File: config.mk
export PLATFORM = sky130hd
export DESIGN_NAME = settings_cmd_writer
export DESIGN_NICKNAME = d
export VERILOG_FILES = /design/src/rtl/settings_pkg.sv /design/src/rtl/settings_range_check.sv /design/src/rtl/settings_cmd_writer.sv
export SDC_FILE = /design/constraint.sdc
export NUM_CORES = 1
export LEC_CHECK = 0
export ABC_AREA = 1
export CORE_ASPECT_RATIO = 1.1
export CORE_MARGIN = 2
export CORE_UTILIZATION = 49
export CTS_CLUSTER_DIAMETER = 200
export DETAILED_ROUTE_END_ITERATION = 10
export DONT_BUFFER_PORTS = 1
export PLACE_DENSITY_LB_ADDON = 0.05
export SLEW_MARGIN = 20
export SYNTH_ARGS = -nofsm -noshare
export SYNTH_HDL_FRONTEND = slang
export SYNTH_SLANG_ARGS = --single-unit
File: constraint.sdc
create_clock -name clk -period 5.8 [get_ports clk]
set_input_delay 0.87 -clock clk [delete_from_list [all_inputs] [get_ports clk]]
set_output_delay 0.87 -clock clk [all_outputs]
set_load 0.02 [all_outputs]
File: src/rtl/settings_pkg.sv
// rtl/settings_pkg.sv - shared types and default limits for the settings command writer
package settings_pkg;

  typedef enum logic [2:0] {
    IDLE    = 3'd0,
    COLLECT = 3'd1,
    DRAIN   = 3'd2,
    CHECK   = 3'd3,
    COMMIT  = 3'd4,
    FAIL    = 3'd5
  } state_t;

  typedef enum logic [2:0] {
    ERR_NONE     = 3'd0,
    ERR_TOO_FEW  = 3'd1,
    ERR_TOO_MANY = 3'd2,
    ERR_ROW      = 3'd3,
    ERR_COL      = 3'd4,
    ERR_RANGE    = 3'd5,
    ERR_ORDER    = 3'd6
  } err_t;

  localparam int signed DEF_MAX_DIM = 5;
  localparam int signed DEF_DATA_LO = -99;
  localparam int signed DEF_DATA_HI = 99;

  // Slot order in the command: row, col, min, max
  localparam int NUM_SLOTS = 4;
  localparam logic [1:0] SLOT_ROW = 2'd0;
  localparam logic [1:0] SLOT_COL = 2'd1;
  localparam logic [1:0] SLOT_MIN = 2'd2;
  localparam logic [1:0] SLOT_MAX = 2'd3;

endpackage

File: src/rtl/settings_range_check.sv
// rtl/settings_range_check.sv - combinational legality check of one settings command
module settings_range_check
  import settings_pkg::*;
#(
  parameter int signed MAX_DIM = DEF_MAX_DIM,
  parameter int signed DATA_LO = DEF_DATA_LO,
  parameter int signed DATA_HI = DEF_DATA_HI
) (
  input  logic signed [31:0] row,
  input  logic signed [31:0] col,
  input  logic signed [31:0] dmin,
  input  logic signed [31:0] dmax,
  output err_t               err
);

  // Ordered rule chain: the first rule that fails decides the reported reason
  always_comb begin
    err = ERR_NONE;
    if (row < 32'sd1 || row > MAX_DIM) begin
      err = ERR_ROW;
    end else if (col < 32'sd1 || col > MAX_DIM) begin
      err = ERR_COL;
    end else if (dmin < DATA_LO || dmax > DATA_HI) begin
      err = ERR_RANGE;
    end else if (dmin > dmax) begin
      err = ERR_ORDER;
    end
  end

endmodule

File: src/rtl/settings_cmd_writer.sv
// rtl/settings_cmd_writer.sv - collects, checks and commits one 4-token settings command
module settings_cmd_writer
  import settings_pkg::*;
#(
  parameter int signed MAX_DIM = DEF_MAX_DIM,
  parameter int signed DATA_LO = DEF_DATA_LO,
  parameter int signed DATA_HI = DEF_DATA_HI
) (
  input  logic               clk,
  input  logic               rst,
  input  logic               start,
  input  logic               tok_valid,
  output logic               tok_ready,
  input  logic signed [31:0] tok_data,
  input  logic               tok_last,
  output logic               wr_en,
  output logic [31:0]        set_max_row,
  output logic [31:0]        set_max_col,
  output logic [31:0]        data_min,
  output logic [31:0]        data_max,
  output logic               busy,
  output logic               done,
  output logic               error,
  output logic [2:0]         err_code
);

  state_t             state_q, state_d;
  logic [1:0]         idx_q, idx_d;
  err_t               err_q, err_d;
  err_t               chk_err;
  logic signed [31:0] slot_q [NUM_SLOTS];
  logic [31:0]        row_q, col_q, min_q, max_q;
  logic               xfer;
  logic               store;
  logic               load_out;

  settings_range_check #(
    .MAX_DIM (MAX_DIM),
    .DATA_LO (DATA_LO),
    .DATA_HI (DATA_HI)
  ) u_range_check (
    .row  (slot_q[SLOT_ROW]),
    .col  (slot_q[SLOT_COL]),
    .dmin (slot_q[SLOT_MIN]),
    .dmax (slot_q[SLOT_MAX]),
    .err  (chk_err)
  );

  assign tok_ready   = (state_q == COLLECT) || (state_q == DRAIN);
  assign xfer        = tok_valid && tok_ready;
  assign busy        = (state_q != IDLE);
  assign wr_en       = (state_q == COMMIT);
  assign done        = (state_q == COMMIT);
  assign error       = (state_q == FAIL);
  assign err_code    = err_q;
  assign set_max_row = row_q;
  assign set_max_col = col_q;
  assign data_min    = min_q;
  assign data_max    = max_q;

  // Next-state, slot index, error reason and datapath enables
  always_comb begin
    state_d  = state_q;
    idx_d    = idx_q;
    err_d    = err_q;
    store    = 1'b0;
    load_out = 1'b0;
    case (state_q)
      IDLE: begin
        if (start) begin
          state_d = COLLECT;
          idx_d   = 2'd0;
          err_d   = ERR_NONE;
        end
      end
      COLLECT: begin
        if (xfer) begin
          store = 1'b1;
          idx_d = idx_q + 2'd1;
          if (idx_q == 2'd3) begin
            state_d = tok_last ? CHECK : DRAIN;
          end else if (tok_last) begin
            state_d = FAIL;
            err_d   = ERR_TOO_FEW;
          end
        end
      end
      DRAIN: begin
        // Surplus tokens are swallowed so the line is fully consumed
        if (xfer && tok_last) begin
          state_d = FAIL;
          err_d   = ERR_TOO_MANY;
        end
      end
      CHECK: begin
        if (chk_err == ERR_NONE) begin
          state_d  = COMMIT;
          load_out = 1'b1;
        end else begin
          state_d = FAIL;
          err_d   = chk_err;
        end
      end
      COMMIT:  state_d = IDLE;
      FAIL:    state_d = IDLE;
      default: state_d = IDLE;
    endcase
  end

  // State, slot storage and committed-value registers
  always_ff @(posedge clk) begin
    if (rst) begin
      state_q <= IDLE;
      idx_q   <= 2'd0;
      err_q   <= ERR_NONE;
      row_q   <= '0;
      col_q   <= '0;
      min_q   <= '0;
      max_q   <= '0;
      for (int i = 0; i < NUM_SLOTS; i++) begin
        slot_q[i] <= '0;
      end
    end else begin
      state_q <= state_d;
      idx_q   <= idx_d;
      err_q   <= err_d;
      if (store) begin
        slot_q[idx_q] <= tok_data;
      end
      // Outputs change only on a passing check, so they are stable during wr_en
      if (load_out) begin
        row_q <= slot_q[SLOT_ROW];
        col_q <= slot_q[SLOT_COL];
        min_q <= slot_q[SLOT_MIN];
        max_q <= slot_q[SLOT_MAX];
      end
    end
  end

endmodule

==> flow_summary_export.csv, run 1 <==
group,metric,value,unit
outcome,status,"finished, final reports clean",
placement,place_area,0.0112,mm²
power,peakVddDrop,0.000242,V
logic_synthesis,synth.avg_cell_area,9.78,µm²
logic_synthesis,yosys.area.top_type,"edfxtp_1",
finish,fin_area,0.0121,mm²
floorplanning,ioPinCount,173,
cts,clkSlewWorstSetupHoldPaths,0.06,ns
timing,hold_viol_final,0,
cts,cts_setup_buffers,0,
timing,worst_slack,2.34,ns
floorplanning,rows,57,
placement,hpwlAfterDp,16100,µm
timing,tightest_slew,0.867,ns
min_path,hp-class,"in2reg",
logic_synthesis,yosysTopAreaCellShare,0.348,
detailed_routing,drt_iter0_drc,405,
logic_synthesis,synth_area,0.0110,mm²
detailed_routing,drt-pass1-iter-count,5,
logic_synthesis,ys_warn_count,0,
floorplanning,fp.dieW,147,µm
critical_path,worstPathArrival,3.85,ns
placement,portBuffers,0,
grt,grt_max_degree,76,
logic_synthesis,syn_inst,1128,
grt,grt_overflow,0,
logic_synthesis,ys_types,32,
detailed_routing,routed_via_density,4.97,
floorplanning,core_area,0.0221,mm²
cts,cts_root_buffer,"clkbuf_16",
detailed_routing,routed_wl,23600,µm
floorplanning,fp.dieH,161,µm
cts,clkSinkCount,264,
critical_path,crit_required,6.19,ns
finish,antenna_cells,0,
placement,gp_congestion,0.787,
finish,final_cell_mix,"nor2_1 (225), inv_1 (216), dfxtp_1 (136)",
cts,cts_hold_buf,0,
timing,fin_worst_skew,0.0129,ns
cts,clock_latency,0.54,ns
cts,cts.repair.resized,0,
timing,tns,0,ns
detailed_routing,num_vias,7115,
critical_path,path_max_fanout,72,
grt,grt_pass1_vias,6853,
grt,track_usage,0.199,
finish,layout_commonest_cell,"nor2_1",
detailed_routing,wire_per_inst,16.5,µm
power,leakagePower,5.20,nW
detailed_routing,antenna_left,0,
placement,dp_slack,2.24,ns
logic_synthesis,ys_seq_elements,264,
finish,syn2layout_area_growth,9.85,%
cts,h-tree-depth,1,
critical_path,cp-end-kind,"flop",
critical_path,start_kind,"flop",
power,power.density,325,mW/mm²
grt,antenna_found_initial,0,
logic_synthesis,syn_nets,1198,
critical_path,critPathKind,"reg2reg",
power,total_power,3.94,mW
floorplanning,initial_core_util,0.499,
logic_synthesis,ys_top_cells_by_area,"edfxtp_1 (35%), dfxtp_1 (25%), nor2_1 (7.7%)",
floorplanning,die_area,0.0237,mm²
timing,fmaxAchievable,0.289,GHz
min_path,hold_depth,1,
critical_path,r2r_cells,14,
grt,grt_first_pass_wirelength,37500,µm
finish,num-nets-final,1185,
detailed_routing,remaining_drc_errors,0,
finish,fillCellCount,2052,
cts,cts_buffers,28,
timing,rsz0062_at_grt,"no",
cts,cts_tree,"built",
cts,clk_path_buf_depth,3,
job,cap_viol_max_count,0,
logic_synthesis,synth_seq_area_share,0.595,
timing,setup_viol,0,
timing,maxSlewHeadroom,0.422,
timing,fin_crit,3.46,ns
timing,drv_slew,0,
timing,period_share,0.596,
finish,layout-drive-gt1-share,0.113,
==> per-stage QoR <==
step | hold slack [ns] | util | std cells
2_1_floorplan | 0.497 | - | 1128
3_3_place_gp | 0.544 | 0.508 | 1380
3_5_place_dp | 0.549 | 0.508 | 1380
4_1_cts | 0.404 | 0.548 | 1432
5_1_grt | 0.407 | 0.548 | 1432
6_report | 0.425 | 0.548 | 1432
==> cell families after synthesis <==
family,count (synthesis),synth area share
fa+ha+maj,33,0.0374
compound gates,106,0.0934
buf+inv,275,0.101
flops,264,0.595
simple gates,450,0.173
==> where the power goes <==
part           internal, mW  switching, mW
clock network         0.985          0.707
registers              2.01         0.0413
logic                0.0516          0.141
==> final timing paths <==
path / startpoint / end / slack [ns]
setup reg to reg: slot_q[3][31] / data_max[17] / 2.34
hold reg to reg: set_max_row[9] / set_max_row[9] / 0.55
hold / removal: rst / data_min[30] / 0.42
setup / recovery: slot_q[3][31] / data_max[17] / 2.34
==> worst max-delay path, cell delays in order (launching register included) <==
cell and delay, ns:
edfxtp_1 0.41, inv_1 0.10, ha_1 0.34, nand2_1 0.09
nor2_1 0.15, nand2_1 0.10, nor2_1 0.19, nand2_1 0.12
nand2_1 0.08, nand2_1 0.06, nand3_1 0.16, nand3_4 0.67
buf_4 0.57, nor2_1 0.19, a211oi_2 0.05
==> synthesized netlist by cell type <==
| cell | n |
|---|---|
| a211oi_1 | 8 |
| a211oi_2 | 62 |
| a21o_1 | 1 |
| a21oi_1 | 21 |
| a22oi_1 | 1 |
| a31oi_1 | 1 |
| buf_1 | 9 |
| buf_2 | 6 |
| buf_4 | 3 |
| buf_6 | 8 |
| clkbuf_1 | 28 |
| dfxtp_1 | 136 |
| edfxtp_1 | 128 |
| ha_1 | 33 |
| inv_1 | 217 |
| inv_2 | 4 |
| nand2_1 | 84 |
| nand3_1 | 71 |
| nand4_1 | 16 |
| nor2_1 | 225 |
| nor2_2 | 3 |
| nor3_1 | 40 |
| nor3_2 | 1 |
| nor3b_2 | 1 |
| nor4_1 | 5 |
| o21a_1 | 2 |
| o21ai_0 | 9 |
| o311ai_1 | 1 |
| or2_0 | 1 |
| or2_1 | 1 |
| or2_2 | 1 |
| or3_1 | 1 |
==> cell type report <==
type / instances / area [µm²] / area share
sequential: 264 / 6570 / 0.542
multi-input combinational: 589 / 3380 / 0.279
clock buffer: 45 / 836 / 0.0690
inverter: 221 / 830 / 0.0684
tap: 295 / 369 / 0.0305
timing repair buffer: 11 / 95.1 / 0.00784
clock inverter: 7 / 45.0 / 0.00372
==> registers in the layout (all words and copies together) (netlist names) <==
| register | flops |
|---|---|
| slot_q | 128 |
| err_code | 3 |
| data_min | 32 |
| data_max | 32 |
| set_max_row | 32 |
| set_max_col | 32 |
| state_q | 3 |
| idx_q | 2 |
==> layer usage <==
layer  part of all wire  GRT usage  wire length (µm)  vias up
li1                   -          -                 -     3627
met1               0.48      0.292             11300     3288
met2               0.45      0.307             10600      169
met3              0.058     0.0370              1370       31
met4              0.019     0.0490               461        0
met5                  0          0                 0        -
(Power assumes the default switching activity.)
==> inputs of run 2 (changes only) <==
- clock period: 5.8 -> 3.4 ns (I/O delays scaled with it)
==> run 2 against run 1 <==
Compared with the run above: power rose by 71%; largest cell class unchanged; clock skew fell by 0.0027 ns; combinational power rose by 72%.
==> flow_summary_export.csv, run 2 (synthesis gave the netlist of run 1 again) <==
group,metric,value,unit
grt,grt_pass1_vias,6997,
critical_path,path_max_fanout,35,
min_path,hp-class,"in2reg",
critical_path,crit_required,3.85,ns
power,peakVddDrop,0.000411,V
finish,num-nets-final,1195,
finish,largest_reg_flops,128,
floorplanning,fp.dieH,161,µm
min_path,hold_depth,1,
grt,antenna_found_initial,0,
critical_path,slowest_stage,"buf_4",
timing,hold_viol_final,0,
critical_path,cp_top_family,"simple AND/OR/NAND/NOR gates",
cts,h-tree-depth,1,
timing,fin_crit,2.81,ns
critical_path,crit_chain,"inv_1 -> ha_1 -> nand2_1 -> nor2_1 -> nand2_1 -> nor2_1 -> nand2_1 -> nand3_1 -> nand3_1 -> nand3_4 -> buf_4 -> nor2_1 -> a211oi_2",
floorplanning,rows,57,
critical_path,critPathKind,"reg2reg",
detailed_routing,wire_per_inst,16.5,µm
critical_path,cp.depth,13,
critical_path,worstPathArrival,3.26,ns
finish,antenna_cells,0,
cts,clkSinkCount,264,
finish,layout-drive-gt1-share,0.120,
finish,final_cell_mix,"nor2_1 (225), inv_1 (216), dfxtp_1 (136)",
finish,layout_commonest_cell,"nor2_1",
detailed_routing,remaining_drc_errors,0,
detailed_routing,num_vias,7170,
floorplanning,ioPinCount,173,
floorplanning,die_area,0.0237,mm²
grt,grt_overflow,0,
placement,gp_congestion,0.825,
critical_path,cp_num_buf_inv,2,
critical_path,start_kind,"flop",
finish,fillCellCount,2014,
cts,clock_latency,0.54,ns
floorplanning,core_area,0.0221,mm²
timing,maxSlewHeadroom,0.539,
timing,drv_slew,0,
grt,grt_max_degree,76,
timing,rsz0062_at_grt,"no",
detailed_routing,drt_iter0_drc,350,
timing,tns,0,ns
timing,setup_viol,0,
critical_path,cp-end-kind,"flop",
finish,syn2layout_area_growth,10.8,%
finish,regMostFlops,"slot_q",
power,leakagePower,5.27,nW
timing,fmaxAchievable,0.356,GHz
floorplanning,fp.dieW,147,µm
grt,grt_first_pass_wirelength,38100,µm
critical_path,max_stage_delay,0.41,ns
outcome,status,"finished, final reports clean",
critical_path,r2r_cells,13,
cts,clk_path_buf_depth,3,
placement,portBuffers,0,
timing,period_share,0.827,
detailed_routing,drt-pass1-iter-count,4,
power,total_power,6.73,mW
detailed_routing,routed_via_density,4.97,
cts,cts.repair.resized,0,
timing,fin_worst_skew,0.0102,ns
cts,cts_tree,"built",
grt,track_usage,0.201,
job,cap_viol_max_count,0,
cts,cts_root_buffer,"clkbuf_16",
placement,hpwlAfterDp,16300,µm
detailed_routing,antenna_left,0,
floorplanning,initial_core_util,0.499,
detailed_routing,routed_wl,23800,µm
cts,cts_buffers,28,
cts,clkSlewWorstSetupHoldPaths,0.06,ns
power,power.density,550,mW/mm²
timing,tightest_slew,0.692,ns
cts,cts_hold_buf,0,
cts,cts_setup_buffers,0,
[run 2: cell types whose count changed in the layout (fill, tap and decap cells not counted), moves of 2 or more]
| cell | previous run | this run |
|---|---|---|
| buf_12 | 1 | 4 |
| buf_4 | 10 | 17 |
| clkbuf_2 | 0 | 2 |
| clkinv_2 | 3 | 5 |
| clkinvlp_4 | 2 | 0 |
| nand2_1 | 81 | 83 |
| nand2_2 | 3 | 1 |
[run 2: metal layers]
layer	share of wire	vias up	global-route usage
met2	0.45	160	0.314
met4	0.012	0	0.0455
met3	0.056	20	0.0379
met5	0	-	0
li1	-	3653	-
met1	0.48	3337	0.292
[run 2: cell type report]
cell class,count,area [µm²],share of cell area
Clock buffer,47,857,0.0701
Clock inverter,5,25.0,0.00205
Inverter,221,830,0.0678
Multi-Input combinational cell,589,3380,0.276
Sequential cell,264,6570,0.537
Tap cell,295,369,0.0302
Timing Repair Buffer,21,208,0.0170
[run 2: per-stage QoR]
step / cells / setup WS [ns] / instance area [µm²] / util / hold slack (ns)
floorplan: 1128 / 0.637 / 11000 / - / 0.497
global placement: 1390 / 0.636 / 11300 / 0.513 / 0.539
detailed placement: 1390 / 0.573 / 11300 / 0.513 / 0.545
CTS: 1442 / 0.523 / 12200 / 0.553 / 0.0391
global route: 1442 / 0.233 / 12200 / 0.553 / 0.0364
finish: 1442 / 0.587 / 12200 / 0.553 / 0.0616
[run 2: final timing paths]
path                   startpoint              end  slack (ns)
setup reg to reg    slot_q[3][31]   set_max_col[1]        0.59
hold reg to reg   set_max_row[10]  set_max_row[10]        0.55
hold / removal                rst      data_max[0]        0.06
setup / recovery    slot_q[3][31]   set_max_col[1]        0.59
[run 2: power by group]
part           switching [mW]  total, mW  internal (mW)
Combinational           0.242      0.332         0.0898
Sequential             0.0678       3.50           3.43
Clock                    1.19       2.90           1.71
Total                    1.50       6.73           5.23
==> inputs of run 3 (changes only) <==
- clock period: 3.4 -> 2.4 ns (I/O delays scaled with it)
==> run 3 against run 2 <==
Compared with the run above: the flow now finishes with violations (hold timing, setup timing); clock-buffer cell count decreased by 13; critical path depth increased by 2; non-clock buffer count grew 99; sequential share of layout area decreased by 5.4 points; worst setup slack worse by 0.61 ns; core utilization grew 6.2 points; flip-flop and latch count did not move; combinational power grew 89%; via count increased by 6.6%; critical endpoint is now set_max_col[14]; highest routed layer unchanged.
==> flow_summary_export.csv, run 3 (synthesis gave the netlist of run 1 again) <==
group,metric,value,unit
power,power.density,757,mW/mm²
cts,cts_tree,"built",
finish,largest_reg_flops,128,
placement,portBuffers,0,
critical_path,critPathKind,"reg2reg",
critical_path,path_max_fanout,8,
floorplanning,ioPinCount,173,
critical_path,r2r_slack,-0.02,ns
timing,hold_viol_final,40,
detailed_routing,remaining_drc_errors,0,
cts,cts_root_buffer,"clkbuf_16",
timing,maxSlewHeadroom,0.550,
cts,clkSinkCount,264,
outcome,status,"complete, but fails checks",
detailed_routing,drt_iter0_drc,314,
finish,syn2layout_area_growth,23.4,%
power,leakagePower,5.93,nW
detailed_routing,routed_wl,25100,µm
finish,layout.cells.non_filler,1541,
cts,cts_buffers,28,
min_path,hold_depth,1,
critical_path,start_kind,"flop",
cts,h-tree-depth,1,
floorplanning,initial_core_util,0.499,
detailed_routing,antenna_left,0,
cts,cts_hold_buf,3,
finish,final_cell_mix,"inv_1 (211), nor2_1 (207), dfxtp_1 (136)",
finish,num-nets-final,1294,
floorplanning,fp.dieW,147,µm
critical_path,worstPathArrival,2.85,ns
timing,fin_worst_skew,0.0130,ns
finish,layout-drive-gt1-share,0.237,
floorplanning,die_area,0.0237,mm²
finish,regMostFlops,"slot_q",
grt,grt_max_degree,76,
cts,clkSlewWorstSetupHoldPaths,0.07,ns
timing,holdWs,-0.0784,ns
detailed_routing,num_vias,7642,
timing,fin_crit,2.42,ns
placement,place_inst,1449,
critical_path,cp-end-kind,"flop",
min_path,hp-class,"in2reg",
floorplanning,fp.dieH,161,µm
timing,setup_viol,13,
critical_path,crit_required,2.82,ns
job,cap_viol_max_count,0,
timing,tightest_slew,0.670,ns
floorplanning,rows,57,
power,peakVddDrop,0.000801,V
detailed_routing,routed_via_density,4.96,
placement,gp_congestion,0.816,
grt,track_usage,0.198,
critical_path,r2r_cells,15,
critical_path,reg2reg_to,"set_max_col[14]",
timing,rsz0062_at_grt,"yes",
timing,drv_slew,0,
finish,layout_commonest_cell,"inv_1",
grt,grt_pass1_vias,7159,
timing,period_share,1.01,
finish,antenna_cells,0,
timing,fmaxAchievable,0.413,GHz
min_path,hp-start,"rst",
placement,hpwlAfterDp,16400,µm
outcome,violations,"hold timing, setup timing",
detailed_routing,wire_per_inst,16.3,µm
min_path,hold_path_end,"state_q[0]",
critical_path,worstReg2RegStart,"slot_q[3][21]",
timing,worst_slack,-0.0232,ns
floorplanning,core_area,0.0221,mm²
grt,grt_overflow,0,
grt,antenna_found_initial,0,
cts,clk_path_buf_depth,3,
cts,clock_latency,0.54,ns
detailed_routing,drt-pass1-iter-count,4,
grt,grt_first_pass_wirelength,37800,µm
## run 3: per-layer routing
layer  wire [µm]  up-vias  part of all wire  GRT usage
met3        1600       37             0.064     0.0387
met5           0        -                 0          0
met4         531        0             0.021     0.0559
met1       11400     3549              0.46      0.277
met2       11500      198              0.46      0.317
li1            -     3858                 -          -
## run 3: metrics by stage
stage | TNS, ns | setup slack (ns) | cell area (µm²) | utilization | total power [mW]
2_1_floorplan | 0 | 0.230 | 11000 | - | 5.39
3_3_place_gp | -2.52 | -0.0578 | 11800 | 0.535 | 5.58
3_5_place_dp | -4.22 | -0.0817 | 11800 | 0.535 | 5.58
4_1_cts | -0.378 | -0.0212 | 13000 | 0.588 | 10.3
5_1_grt | -10.81 | -0.169 | 13600 | 0.616 | 10.7
6_report | -0.0970 | -0.0232 | 13600 | 0.616 | 10.3
## run 3: worst max-delay path by stage
stage                              from              end  slack [ns]  cells after the start
after global routing      slot_q[3][14]  set_max_col[14]       -0.17                     15
after CTS                  slot_q[0][2]   set_max_col[5]       -0.02                     14
after global placement     slot_q[0][8]   set_max_row[0]       -0.06                     11
after detailed placement   slot_q[0][8]   set_max_col[0]       -0.08                     11
after floorplan           slot_q[3][31]     data_max[13]        0.23                     14
final                     slot_q[3][21]  set_max_col[14]       -0.02                     15
## run 3: what timing repair did
item | 4_1_cts | 5_1_grt
cloned | 1 | 6
setup endpoints to repair | 110 | 131
endpoints found under the hold margin | 74 | 71
setup buffers | 6 | 25
pin swaps | 7 | 16
resized for setup | 15 | 70
## run 3: final cells by class
type / count / area, µm²
timing repair buffer: 120 / 1150
fill: 1860 / 8500
clock buffer: 34 / 744
inverter: 221 / 830
clock inverter: 18 / 272
multi-input combinational: 589 / 3680
tap: 295 / 369
sequential: 264 / 6570
## run 3: critical path, cell delays in order (launching register included)
cell	delay, ns
edfxtp_1	0.42
inv_2	0.10
ha_4	0.20
buf_4	0.13
a21oi_2	0.12
o21a_1	0.13
nand2_2	0.07
a21oi_4	0.17
nand3_2	0.12
nand3_4	0.12
nand3_4	0.14
buf_12	0.18
buf_12	0.14
clkbuf_16	0.16
nand3_1	0.07
inv_1	0.05
## run 3: where the power goes
part           leakage, nW  internal [mW]  switching (mW)  total, mW
Combinational         3.02          0.228           0.399      0.628
Sequential            2.42           4.86          0.0854       4.94
Clock                0.495           2.96            1.77       4.74
